### config.mk
export PLATFORM = sky130hd
export DESIGN_NAME = io_cpx_req_ctl
export DESIGN_NICKNAME = d
export VERILOG_FILES = /design/src/rtl/io_cpx_req_ctl.sv
export SDC_FILE = /design/constraint.sdc
export NUM_CORES = 1
export LEC_CHECK = 0
export CORE_MARGIN = 3
export CORE_UTILIZATION = 30
export DETAILED_ROUTE_END_ITERATION = 10
export PLACE_DENSITY = 0.46
export SETUP_SLACK_MARGIN = 0.15
export SKIP_CTS_REPAIR_TIMING = 1
export SLEW_MARGIN = 20
export SYNTH_ARGS = -nofsm -noshare
export SYNTH_HDL_FRONTEND = slang
export SYNTH_SLANG_ARGS = --single-unit
export TNS_END_PERCENT = 50
### constraint.sdc
create_clock -name rclk -period 24.2 [get_ports rclk]
set_input_delay 4.84 -clock rclk [delete_from_list [all_inputs] [get_ports rclk]]
set_output_delay 4.84 -clock rclk [all_outputs]
set_load 0.01 [all_outputs]
### src/rtl/io_cpx_req_ctl.sv
// IO-side source stage of the IO-to-CPX path: queues outbound CPX packets,
// tracks per-destination CPX queue credits and issues one packet per cycle
// as a registered one-hot request followed one cycle later by its data.
module io_cpx_req_ctl #(
    parameter int DW    = 145,
    parameter int DEPTH = 4,
    parameter int NDEST = 8,
    parameter int CRED  = 2
) (
    input  logic             rclk,
    input  logic             arst_l,
    input  logic             io_pkt_vld,
    input  logic [NDEST-1:0] io_pkt_dest,
    input  logic [DW-1:0]    io_pkt_data,
    output logic             io_pkt_rdy,
    input  logic [NDEST-1:0] cpx_io_grant_ca,
    output logic [NDEST-1:0] io_cpx_req_cq,
    output logic [DW-1:0]    io_cpx_data_ca,
    output logic             io_cpx_err
);

    localparam int AW   = $clog2(DEPTH);
    localparam int CNTW = AW + 1;
    localparam int CW   = $clog2(CRED + 1);

    logic [DW-1:0]    data_mem_q [DEPTH];
    logic [NDEST-1:0] dest_mem_q [DEPTH];

    logic [AW-1:0]    wr_ptr_q, wr_ptr_d;
    logic [AW-1:0]    rd_ptr_q, rd_ptr_d;
    logic [CNTW-1:0]  count_q, count_d;
    logic [CW-1:0]    cred_q [NDEST];
    logic [CW-1:0]    cred_d [NDEST];
    logic [NDEST-1:0] req_q, req_d;
    logic [DW-1:0]    iss_data_q, iss_data_d;
    logic [DW-1:0]    data_q, data_d;
    logic             err_q, err_d;

    logic             dest_ok;
    logic             push;
    logic             push_ok;
    logic             issue;
    logic             head_cred;
    logic             sat_err;
    logic [NDEST-1:0] head_dest;
    logic [DW-1:0]    head_data;

    assign io_pkt_rdy     = (count_q < CNTW'(DEPTH));
    assign io_cpx_req_cq  = req_q;
    assign io_cpx_data_ca = data_q;
    assign io_cpx_err     = err_q;

    // Accept, issue, credit and error next-state logic.
    always_comb begin
        dest_ok   = (io_pkt_dest != '0) &&
                    ((io_pkt_dest & (io_pkt_dest - NDEST'(1))) == '0);
        push      = io_pkt_vld && io_pkt_rdy;
        push_ok   = push && dest_ok;
        head_dest = dest_mem_q[rd_ptr_q];
        head_data = data_mem_q[rd_ptr_q];

        head_cred = 1'b0;
        for (int unsigned i = 0; i < NDEST; i++) begin
            if (head_dest[i] && (cred_q[i] != '0)) begin
                head_cred = 1'b1;
            end
        end
        issue = (count_q != '0) && head_cred;

        // A grant landing in the same cycle as an issue to that destination
        // cancels out; only an unmatched grant on a full counter is an error.
        sat_err = 1'b0;
        for (int unsigned i = 0; i < NDEST; i++) begin
            cred_d[i] = cred_q[i];
            if (cpx_io_grant_ca[i] && !(issue && head_dest[i])) begin
                if (cred_q[i] == CW'(CRED)) begin
                    sat_err = 1'b1;
                end else begin
                    cred_d[i] = cred_q[i] + CW'(1);
                end
            end else if (!cpx_io_grant_ca[i] && issue && head_dest[i]) begin
                cred_d[i] = cred_q[i] - CW'(1);
            end
        end

        wr_ptr_d   = wr_ptr_q + AW'(push_ok);
        rd_ptr_d   = rd_ptr_q + AW'(issue);
        count_d    = count_q + CNTW'(push_ok) - CNTW'(issue);
        req_d      = issue ? head_dest : '0;
        iss_data_d = issue ? head_data : '0;
        data_d     = iss_data_q;
        err_d      = err_q || (push && !dest_ok) || sat_err;
    end

    // Packet storage; contents are don't-care until written, so no reset.
    always_ff @(posedge rclk) begin
        if (push_ok) begin
            data_mem_q[wr_ptr_q] <= io_pkt_data;
            dest_mem_q[wr_ptr_q] <= io_pkt_dest;
        end
    end

    // Control state, credits and the request/data output pipeline.
    always_ff @(posedge rclk or negedge arst_l) begin
        if (!arst_l) begin
            wr_ptr_q   <= '0;
            rd_ptr_q   <= '0;
            count_q    <= '0;
            for (int unsigned i = 0; i < NDEST; i++) begin
                cred_q[i] <= CW'(CRED);
            end
            req_q      <= '0;
            iss_data_q <= '0;
            data_q     <= '0;
            err_q      <= 1'b0;
        end else begin
            wr_ptr_q   <= wr_ptr_d;
            rd_ptr_q   <= rd_ptr_d;
            count_q    <= count_d;
            cred_q     <= cred_d;
            req_q      <= req_d;
            iss_data_q <= iss_data_d;
            data_q     <= data_d;
            err_q      <= err_d;
        end
    end

endmodule

==> impl_results.md, run 1 <==
* GR Overflow Total at 0
* Asr flop ratio synth at 34.5%
* Critical path required time at 24470 ps
* Routed vias at 14600
* Status: completed
* Remaining DRCs at 0
* Max Cap Viol at 0
* Clk sinks at 934
* R2r setup slk at 20210 ps
* I/O Pins at 319
* Crit path cell chain: clkdlybuf4s50_1 -> or4_1 -> nand2_1 -> o31ai_1 -> o21ai_0 -> a21oi_1 -> nand3b_1 -> nor2_4 -> buf_4 -> buf_4
* DRT Pass-1 Iters at 4
* Slew margin rel. at 37.7%
* Fraction of the mapped netlist area in adder cells at 0.217%
* Initial antenna violation count at 16
* Syn nets at 1638
* Power Total at 4.85 mW
* Number of synthesized flops with an enable pin at 612
* Clock Path Buffers at 3
* Antenna-violating nets left at 0
* Core area at 106000 um2
* Vias per Instance at 4.37
* Post-Route WL at 71.3 mm
* CTS tree: yes
* Post-Synth Simple-Gate Area at 4.07%
* Vias in the first global route at 16300
* Critical path type: input port to flop
* P_sw at 1.30 mW
* First-pass GRT wire length at 108 mm
* WP data arrival at 8940 ps
* Share of cells above drive strength 1 at 18.9%
* Wire per inst at 21.3 um
* P_leak at 14.4 nW
* Clock-pin slew on the worst setup and hold paths at 60 ps
* Worst Hold End: io_cpx_data_ca[77]
* Final GP Congestion at 0.717
* Synth warn at 0
* Mean area per synthesized cell at 21.9 um2
* Fin Setup TNS at 0 ps
* Die height at 334 um
* P per Cell Area at 119 nW/um2
* Fin util at 38.3%
* Register area share after synthesis at 82.0%
* RR Endpoint: count_q[2]
* Final Critical Period at 8670 ps
* Combinational Power Share at 23.8%
* Yosys cell types at 51
* Synth Area in XOR/XNOR at 0.543%
* Most frequent CP cell: buf_4
* Commonest non-fill, non-tap cell in the layout: edfxtp_1
* Largest net degree at the start of global routing at 72
* Clock Root Buffer: clkbuf_16
* Worst clock skew at 21.6 ps
* Slowest stage delay, CP at 790 ps
* Post-route clock period utilization at 35.8%
* Switch share at 26.8%
* Number of max-slew violations in the final report at 0
* Initial Utilization at 30.4%
* Slowest-stage cell, CP: buf_4
* Clock Latency Late Sink at 660 ps
* FF-to-FF Start: rd_ptr_q[0]
* Top delay family on crit path: buffers and inverters
* Yosys reg bits at 934
* DIE AREA at 111000 um2
* Gr usage total at 13.0%
* Nets at 2033
* Die Wd at 334 um
* Startpoint Class: input port
* H-tree levels at 3
* Worst Hold Path Cells at 0
* Mapped cell area at 32200 um2
* Compound-gate portion of the synthesized area at 0.935%
* Reg power frac at 43.9%
* Synth Instances at 1469
* RSZ-0062 raised after global routing: false
* Critical Path Start: io_pkt_dest[5]
* Commonest cells after routing, fill and taps aside: edfxtp_1 (612), clkdlybuf4s50_1 (317), dfrtp_1 (312)
* Syn-to-layout area delta at 26.1%
* R2R cell count at 13
* Final hold violation count at 0
* Endpoint class of the critical path: flop
* Max Freq at 115 MHz
* Slew @ Worst Pin at 935 ps
* Final setup fails at 0
* Commonest register cell after synthesis: edfxtp_1
* VDD IR max at 0.0000472 V
* Worst-path fanout max at 54
* Min-delay src: data_d[77]
* DP HPWL at 42.0 mm
* Num CTS Buffers at 101
* Rows at 119
* Starting DRC count in detailed routing at 669
* Bufs and invs on worst path at 3
* Internal Power at 3.55 mW
* Hold WC Path Type: flop to flop
* Number of port buffers at 318
* Main combinational cell family by area after synthesis: multiplexers
* Mux share of post-synthesis cell area at 11.2%
* Clk pwr share at 32.4%
==> power by group through the flow <==
| stage | combinational [mW] | sequential (mW) | clock [mW] |
|---|---|---|---|
| after global placement | 1.20 | 2.16 | 0 |
| after global routing | 1.26 | 2.15 | 1.69 |
| after detailed placement | 1.20 | 2.16 | 0 |
| after floorplan | 0.613 | 2.17 | 0 |
| after CTS | 1.20 | 2.14 | 1.63 |
| final | 1.15 | 2.13 | 1.57 |
==> Yosys cell counts (3+ instances only) <==
| master | instances | area share [%] |
|---|---|---|
| buf_2 | 15 | 0.23 |
| nor2b_1 | 146 | 2.8 |
| edfxtp_1 | 612 | 57 |
| o21ai_0 | 12 | 0.19 |
| mux2i_1 | 23 | 0.71 |
| dfrtp_1 | 314 | 24 |
| nor2_1 | 22 | 0.26 |
| nand3b_1 | 3 | 0.070 |
| nor2_2 | 4 | 0.078 |
| a21oi_1 | 4 | 0.062 |
| mux4_2 | 147 | 10 |
| o2111ai_1 | 4 | 0.11 |
| o31a_1 | 3 | 0.082 |
| buf_4 | 3 | 0.070 |
| o211a_1 | 3 | 0.093 |
| clkbuf_1 | 32 | 0.37 |
| nand2b_1 | 11 | 0.21 |
| mux2_2 | 3 | 0.10 |
| inv_1 | 16 | 0.19 |
| xor2_1 | 9 | 0.24 |
| and2_1 | 6 | 0.12 |
| dfstp_2 | 8 | 0.65 |
| ha_1 | 4 | 0.16 |
| xnor2_1 | 11 | 0.30 |
| nor3_1 | 4 | 0.062 |
| mux2_1 | 4 | 0.14 |
| nand3_1 | 4 | 0.062 |
| nand2_1 | 14 | 0.16 |
==> layer usage <==
metal	global-route usage [%]	part of all wire (%)
met5	0	0.097
met4	4.00	1.9
met3	3.35	5.3
met2	22.3	52
met1	16.1	41
==> metrics by stage <==
| stage | hold slack [ps] | instance area [um2] | cells | setup slack (ps) |
|---|---|---|---|---|
| CTS | 345 | 40600 | 3341 | 15490 |
| global route | 348 | 40600 | 3342 | 15260 |
| floorplan | 331 | 32200 | 1469 | 6160 |
| detailed placement | 335 | 37200 | 3152 | 14780 |
| finish | 341 | 40700 | 3349 | 15530 |
| global placement | 333 | 37200 | 3152 | 14710 |
==> logic make-up (layout without fill, tap and decap cells) <==
family / Yosys count / count (layout)
other: 0 / 8
flip-flops: 934 / 934
XOR/XNOR: 20 / 20
multiplexers: 177 / 177
adder cells (fa/ha/maj): 5 / 5
AND/OR/NAND/NOR: 222 / 222
AO/OA/AOI/OAI: 40 / 40
buffers and inverters: 71 / 552
==> registers in the layout, indices dropped and copies added, names as in the netlist <==
| register | cells |
|---|---|
| data_mem_q | 580 |
| data_d | 145 |
| io_cpx_data_ca | 145 |
| dest_mem_q | 32 |
| cred_q | 16 |
| io_cpx_req_cq | 8 |
| count_q | 3 |
| rd_ptr_q | 2 |
| wr_ptr_q | 2 |
| io_cpx_err | 1 |
==> how the worst max path moves through the flow <==
stage | end | slack (ps) | cells past startpoint
after floorplan | data_mem_q[1][0] | 6160 | 5
after global placement | data_mem_q[3][76] | 14710 | 10
after detailed placement | data_mem_q[3][83] | 14780 | 8
after CTS | data_mem_q[3][75] | 15490 | 8
after global routing | data_mem_q[3][81] | 15260 | 8
final | data_mem_q[3][81] | 15530 | 10
==> layout make-up <==
class / instances / area (um2)
antenna: 8 / 20.0
clock buffer: 140 / 2950
clock inverter: 49 / 518
fill: 9656 / 65400
inverter: 16 / 60.1
multi-input combinational: 464 / 5500
sequential: 934 / 26500
tap: 1391 / 1740
timing repair buffer: 347 / 3410
(Power assumes the default switching activity.)
==> inputs of run 2 (changes only) <==
--- a/config.mk
+++ b/config.mk
@@ -8,7 +8,7 @@
 export CORE_MARGIN = 3
 export CORE_UTILIZATION = 30
 export DETAILED_ROUTE_END_ITERATION = 10
-export PLACE_DENSITY = 0.46
+export PLACE_DENSITY = 0.48
 export SETUP_SLACK_MARGIN = 0.15
 export SKIP_CTS_REPAIR_TIMING = 1
 export SLEW_MARGIN = 20
==> constraint.sdc (replaced) <==
create_clock -name rclk -period 7.5 [get_ports rclk]
set_input_delay 1.5 -clock rclk [delete_from_list [all_inputs] [get_ports rclk]]
set_output_delay 1.5 -clock rclk [all_outputs]
set_load 0.01 [all_outputs]
==> impl_results.md, run 2 (same netlist as run 1, synthesis figures left out) <==
* DRT Pass-1 Iters at 4 (unchanged)
* Startpoint Class: input port (unchanged)
* DP Area at 37200 um2 (about the same)
* Pre-CTS setup slack at 2320 ps (was 14780 ps)
* Max Cap Viol at 0 (unchanged)
* Final GP Congestion at 0.771 (was 0.717)
* Starting DRC count in detailed routing at 819 (was 669)
* Hold WC Path Type: flop to flop (unchanged)
* Area occupied by multi-input gates at 5520 um2 (was 5500 um2)
* Die Wd at 334 um (unchanged)
* P_leak at 14.2 nW (was 14.4 nW)
* Clock Root Buffer: clkbuf_16 (unchanged)
* Largest net degree at the start of global routing at 118 (was 72)
* P per Cell Area at 377 nW/um2 (was 119 nW/um2)
* CTS tree: yes (unchanged)
* Syn-to-layout area delta at 25.5% (was 26.1%)
* Fin util at 38.2% (was 38.3%)
* Nets at 2024 (was 2033)
* RSZ-0062 raised after global routing: false (unchanged)
* Commonest cells after routing, fill and taps aside: edfxtp_1 (612), clkdlybuf4s50_1 (317), dfrtp_1 (312) (unchanged)
* Clk sinks at 934 (unchanged)
* Vias in the first global route at 16000 (was 16300)
* Largest Register: data_mem_q (unchanged)
* Post-route insts no fill at 3345 (was 3349)
* Vias per Instance at 4.39 (was 4.37)
* Antenna-violating nets left at 0 (unchanged)
* Post-route cell area at 40400 um2 (was 40700 um2)
* Max Freq at 222 MHz
* Hold WS at 338 ps (was 341 ps)
* Slew margin rel. at 34.1% (was 37.7%)
* Routed vias at 14700 (was 14600)
* Status: completed (unchanged)
* DIE AREA at 111000 um2 (unchanged)
* H-tree levels at 3 (unchanged)
* Slew @ Worst Pin at 988 ps (was 935 ps)
* Core area at 106000 um2 (unchanged)
* FILL cells at 9629 (was 9656)
* Num CTS Buffers at 101 (unchanged)
* Largest register FFs at 580 (unchanged)
* Share of cells above drive strength 1 at 17.8% (was 18.9%)
* Rows at 119 (unchanged)
* Final setup fails at 0 (unchanged)
* WP data arrival at 4780 ps (was 8940 ps)
* Fin Setup TNS at 0 ps (unchanged)
* Clock Path Buffers at 3 (unchanged)
* Dpl cells at 3142 (was 3152)
* Gr usage total at 12.9% (was 13.0%)
* Final WS setup at 2990 ps (was 15530 ps)
* Die height at 334 um (unchanged)
* Post-Route WL at 71.0 mm (was 71.3 mm)
* Endpoint class of the critical path: flop (unchanged)
* Number of max-slew violations in the final report at 0 (unchanged)
* Register area at 26500 um2 (unchanged)
* First-pass GRT wire length at 107 mm (was 108 mm)
* GR Overflow Total at 0 (unchanged)
* Remaining DRCs at 0 (unchanged)
* Final hold violation count at 0 (unchanged)
* Clock-pin slew on the worst setup and hold paths at 60 ps (about the same)
* Worst-path fanout max at 55 (was 54)
* Number of port buffers at 318 (unchanged)
* Initial Utilization at 30.4% (unchanged)
* I/O Pins at 319 (unchanged)
* Initial antenna violation count at 24 (was 16)
* Final Critical Period at 4510 ps
* Critical path type: input port to flop (unchanged)
* DP HPWL at 40.9 mm (was 42.0 mm)
* VDD IR max at 0.000174 V (was 0.0000472 V)
* Post-route clock period utilization at 60.2%
* Wire per inst at 21.2 um (was 21.3 um)
* Clock Latency Late Sink at 670 ps (was 660 ps)
* Critical path required time at 7770 ps (was 24470 ps)
* Worst clock skew at 26.7 ps (was 21.6 ps)
* Power Total at 15.3 mW (was 4.85 mW)
* Commonest non-fill, non-tap cell in the layout: edfxtp_1 (unchanged)
run 2: layer usage:
| metal | track usage (%) | wire length [um] |
|---|---|---|
| met5 | 0 | 129 |
| met4 | 3.58 | 1630 |
| met3 | 4.00 | 4380 |
| met2 | 20.8 | 34800 |
| met1 | 16.8 | 30100 |
run 2: cell type report:
class                   instances  share of cell area (%)
diodes                         11                  0.0681
clock buffers                 143                    7.01
clock inverters                48                   0.900
inverters                      16                   0.148
multi-input cells             464                    13.7
flip-flops and latches        934                    65.4
well taps                    1391                    4.30
repair buffers                338                    8.52
run 2: worst paths after layout:
kind,from,cells past startpoint,end,slack (ps)
max reg2reg,rd_ptr_q[0],14,count_q[2],3060
max,io_pkt_dest[5],7,data_mem_q[2][46],2990
max in group asynchronous,arst_l,2,io_cpx_data_ca[123],5370
min in group asynchronous,arst_l,1,data_d[20],790
min reg2reg,data_d[132],0,io_cpx_data_ca[132],340
min,data_d[132],0,io_cpx_data_ca[132],340
run 2: report_power, final:
group	internal, mW	switching (mW)
logic	1.95	1.57
registers	6.44	0.587
clock network	2.72	2.00
run 2: critical path: stages:
cell	delay, ps
clkdlybuf4s50_1	530
or4_1	600
a2111oi_0	340
a21oi_1	130
nand3b_1	480
nor3b_4	370
buf_4	730
==> inputs of run 3 (changes only) <==
--- a/config.mk
+++ b/config.mk
@@ -8,7 +8,7 @@
 export CORE_MARGIN = 3
 export CORE_UTILIZATION = 30
 export DETAILED_ROUTE_END_ITERATION = 10
-export PLACE_DENSITY = 0.48
+export PLACE_DENSITY = 0.46
 export SETUP_SLACK_MARGIN = 0.15
 export SKIP_CTS_REPAIR_TIMING = 1
 export SLEW_MARGIN = 20
==> constraint.sdc (replaced) <==
create_clock -name rclk -period 4.6 [get_ports rclk]
set_input_delay 0.92 -clock rclk [delete_from_list [all_inputs] [get_ports rclk]]
set_output_delay 0.92 -clock rclk [all_outputs]
set_load 0.01 [all_outputs]
==> impl_results.md, run 3 (same netlist as run 1, synthesis figures left out) <==
* Routed vias at 14600 (was 14700)
* Critical path required time at 4930 ps (was 7770 ps)
* Crit path cell chain: clkdlybuf4s50_1 -> or4_4 -> nand2_1 -> o31ai_1 -> o21ai_1 -> a21oi_1 -> nand3b_1 -> buf_4 -> nor3b_4 -> buf_12 -> buf_4 (was clkdlybuf4s50_1 -> or4_1 -> a2111oi_0 -> a21oi_1 -> nand3b_1 -> nor3b_4 -> buf_4)
* Commonest cells after routing, fill and taps aside: edfxtp_1 (612), clkdlybuf4s50_1 (317), dfrtp_1 (312) (unchanged)
* Post-route clock period utilization at 77.0%
* P_leak at 14.5 nW (was 14.2 nW)
* Num CTS Buffers at 99 (was 101)
* Internal Power at 18.7 mW (was 11.1 mW)
* Nets at 2045 (was 2024)
* Post-route insts no fill at 3357 (was 3345)
* Reg power frac at 44.7% (was 46.1%)
* Number of max-slew violations in the final report at 0 (unchanged)
* M3 GR Usage at 3.72% (was 4.00%)
* Post-Route WL at 71.8 mm (was 71.0 mm)
* Worst Hold Path Cells at 0 (unchanged)
* Dpl cells at 3166 (was 3142)
* Slew @ Worst Pin at 1020 ps (was 988 ps)
* GR Util met2 at 21.6% (was 20.8%)
* Startpoint Class: input port (unchanged)
* Clock Latency Late Sink at 660 ps (was 670 ps)
* VDD IR max at 0.000492 V (was 0.000174 V)
* Slew margin rel. at 31.7% (was 34.1%)
* Top delay family on crit path: buffers and inverters (was simple AND/OR/NAND/NOR gates)
* CTS tree: yes (unchanged)
* Pre-CTS setup slack at 399 ps (was 2320 ps)
* Final WS setup at 1060 ps (was 2990 ps)
* Slowest-stage cell, CP: or4_4 (was buf_4)
* Largest net degree at the start of global routing at 146 (was 118)
* I/O Pins at 319 (unchanged)
* Endpoint class of the critical path: flop (unchanged)
* H-tree levels at 3 (unchanged)
* Worst clock skew at 27.5 ps (was 26.7 ps)
* Combinational Power Share at 23.3% (was 23.0%)
* Clock Path Buffers at 3 (unchanged)
* Status: completed (unchanged)
* Max Cap Viol at 0 (unchanged)
* R2R cell count at 13 (was 14)
* GRT busiest layer: met2 (unchanged)
* First-pass GRT wire length at 108 mm (was 107 mm)
* Wire per inst at 21.4 um (was 21.2 um)
* Gr usage total at 13.0% (was 12.9%)
* Largest register FFs at 580 (unchanged)
* Clock-pin slew on the worst setup and hold paths at 60 ps (about the same)
* Power Total at 25.4 mW (was 15.3 mW)
* Die Wd at 334 um (unchanged)
* Rows at 119 (unchanged)
* WP data arrival at 3870 ps (was 4780 ps)
* Final Critical Period at 3540 ps
* Die height at 334 um (unchanged)
* Clk pwr share at 32.1% (was 30.9%)
* Slowest stage delay, CP at 620 ps (was 730 ps)
* P per Cell Area at 619 nW/um2 (was 377 nW/um2)
* Core area at 106000 um2 (unchanged)
* Commonest non-fill, non-tap cell in the layout: edfxtp_1 (unchanged)
* Syn-to-layout area delta at 27.0% (was 25.5%)
* Hold WC Path Type: flop to flop (unchanged)
* Clk sinks at 934 (unchanged)
* Worst-path fanout max at 26 (was 55)
* Initial Utilization at 30.4% (unchanged)
* DP HPWL at 43.3 mm (was 40.9 mm)
* GR Layer Usage met1 at 16.7% (was 16.8%)
* Final setup fails at 0 (unchanged)
* Bufs and invs on worst path at 4 (was 2)
* DIE AREA at 111000 um2 (unchanged)
* Largest Register: data_mem_q (unchanged)
* Final GP Congestion at 0.734 (was 0.771)
* Critical path type: input port to flop (unchanged)
* GR Overflow Total at 0 (unchanged)
* Crit path depth at 11 (was 7)
* DRT Pass-1 Iters at 4 (unchanged)
* P_sw at 6.66 mW (was 4.15 mW)
* Vias per Instance at 4.35 (was 4.39)
* Remaining DRCs at 0 (unchanged)
* Starting DRC count in detailed routing at 785 (was 819)
* Final hold violation count at 0 (unchanged)
* Share of cells above drive strength 1 at 18.7% (was 17.8%)
* RSZ-0062 raised after global routing: false (unchanged)
* Vias in the first global route at 16200 (was 16000)
* Initial antenna violation count at 14 (was 24)
* Antenna-violating nets left at 0 (unchanged)
* Number of port buffers at 318 (unchanged)
* Clock Root Buffer: clkbuf_16 (unchanged)
* Most frequent CP cell: buf_4
* Max Freq at 282 MHz
* Switch share at 26.3% (was 27.2%)
[run 3: per-layer routing]
| metal | vias up | share of wire (%) |
|---|---|---|
| met3 | 116 | 6.0 |
| met5 | - | 0.17 |
| met1 | 7684 | 43 |
| met2 | 310 | 49 |
| li1 | 6465 | - |
| met4 | 18 | 2.1 |
[run 3: per-stage QoR]
step	area, um2	hold slack [ps]	util [%]	TNS [ps]
6_report	40900	343	38.6	0
5_1_grt	40900	341	38.6	0
4_1_cts	40900	327	38.6	0
3_5_place_dp	37500	335	35.4	0
3_3_place_gp	37500	331	35.4	0
2_1_floorplan	32300	331	-	-938810
[run 3: worst register-to-register path: stages, from the launching register on]
cell and delay (ps):
dfrtp_4 870, mux4_2 440, o21ai_0 140, nand2_1 170, nor4_4 310, or2_4 190, inv_1 60, ha_1 270
inv_1 50, ha_1 130, inv_1 50, fa_1 400, xnor2_1 180, xnor2_1 140
[run 3: cell type report]
class	count	area [um2]
diodes	5	12.5
inverters	16	60.1
well taps	1391	1740
fillers	9594	65100
flip-flops and latches	934	26500
clock buffers	150	2930
repair buffers	361	3740
clock inverters	36	468
multi-input cells	464	5530
[run 3: path summary, 6_finish.rpt]
path / start / endpoint / slack (ps)
setup / recovery: io_pkt_dest[4] / data_mem_q[2][111] / 1060
hold / removal: data_d[127] / io_cpx_data_ca[127] / 340
setup reg to reg: rd_ptr_q[1] / count_q[2] / 1110
hold reg to reg: data_d[127] / io_cpx_data_ca[127] / 340
max in group asynchronous: arst_l / io_cpx_data_ca[52] / 3280
min in group asynchronous: arst_l / data_d[16] / 350
[run 3: power groups by stage]
stage	registers (mW)	logic [mW]	clock network, mW
detailed placement	11.5	6.10	0
global route	11.5	6.47	8.78
CTS	11.4	6.14	8.44
floorplan	11.4	3.23	0
finish	11.3	5.90	8.13
global placement	11.5	6.10	0
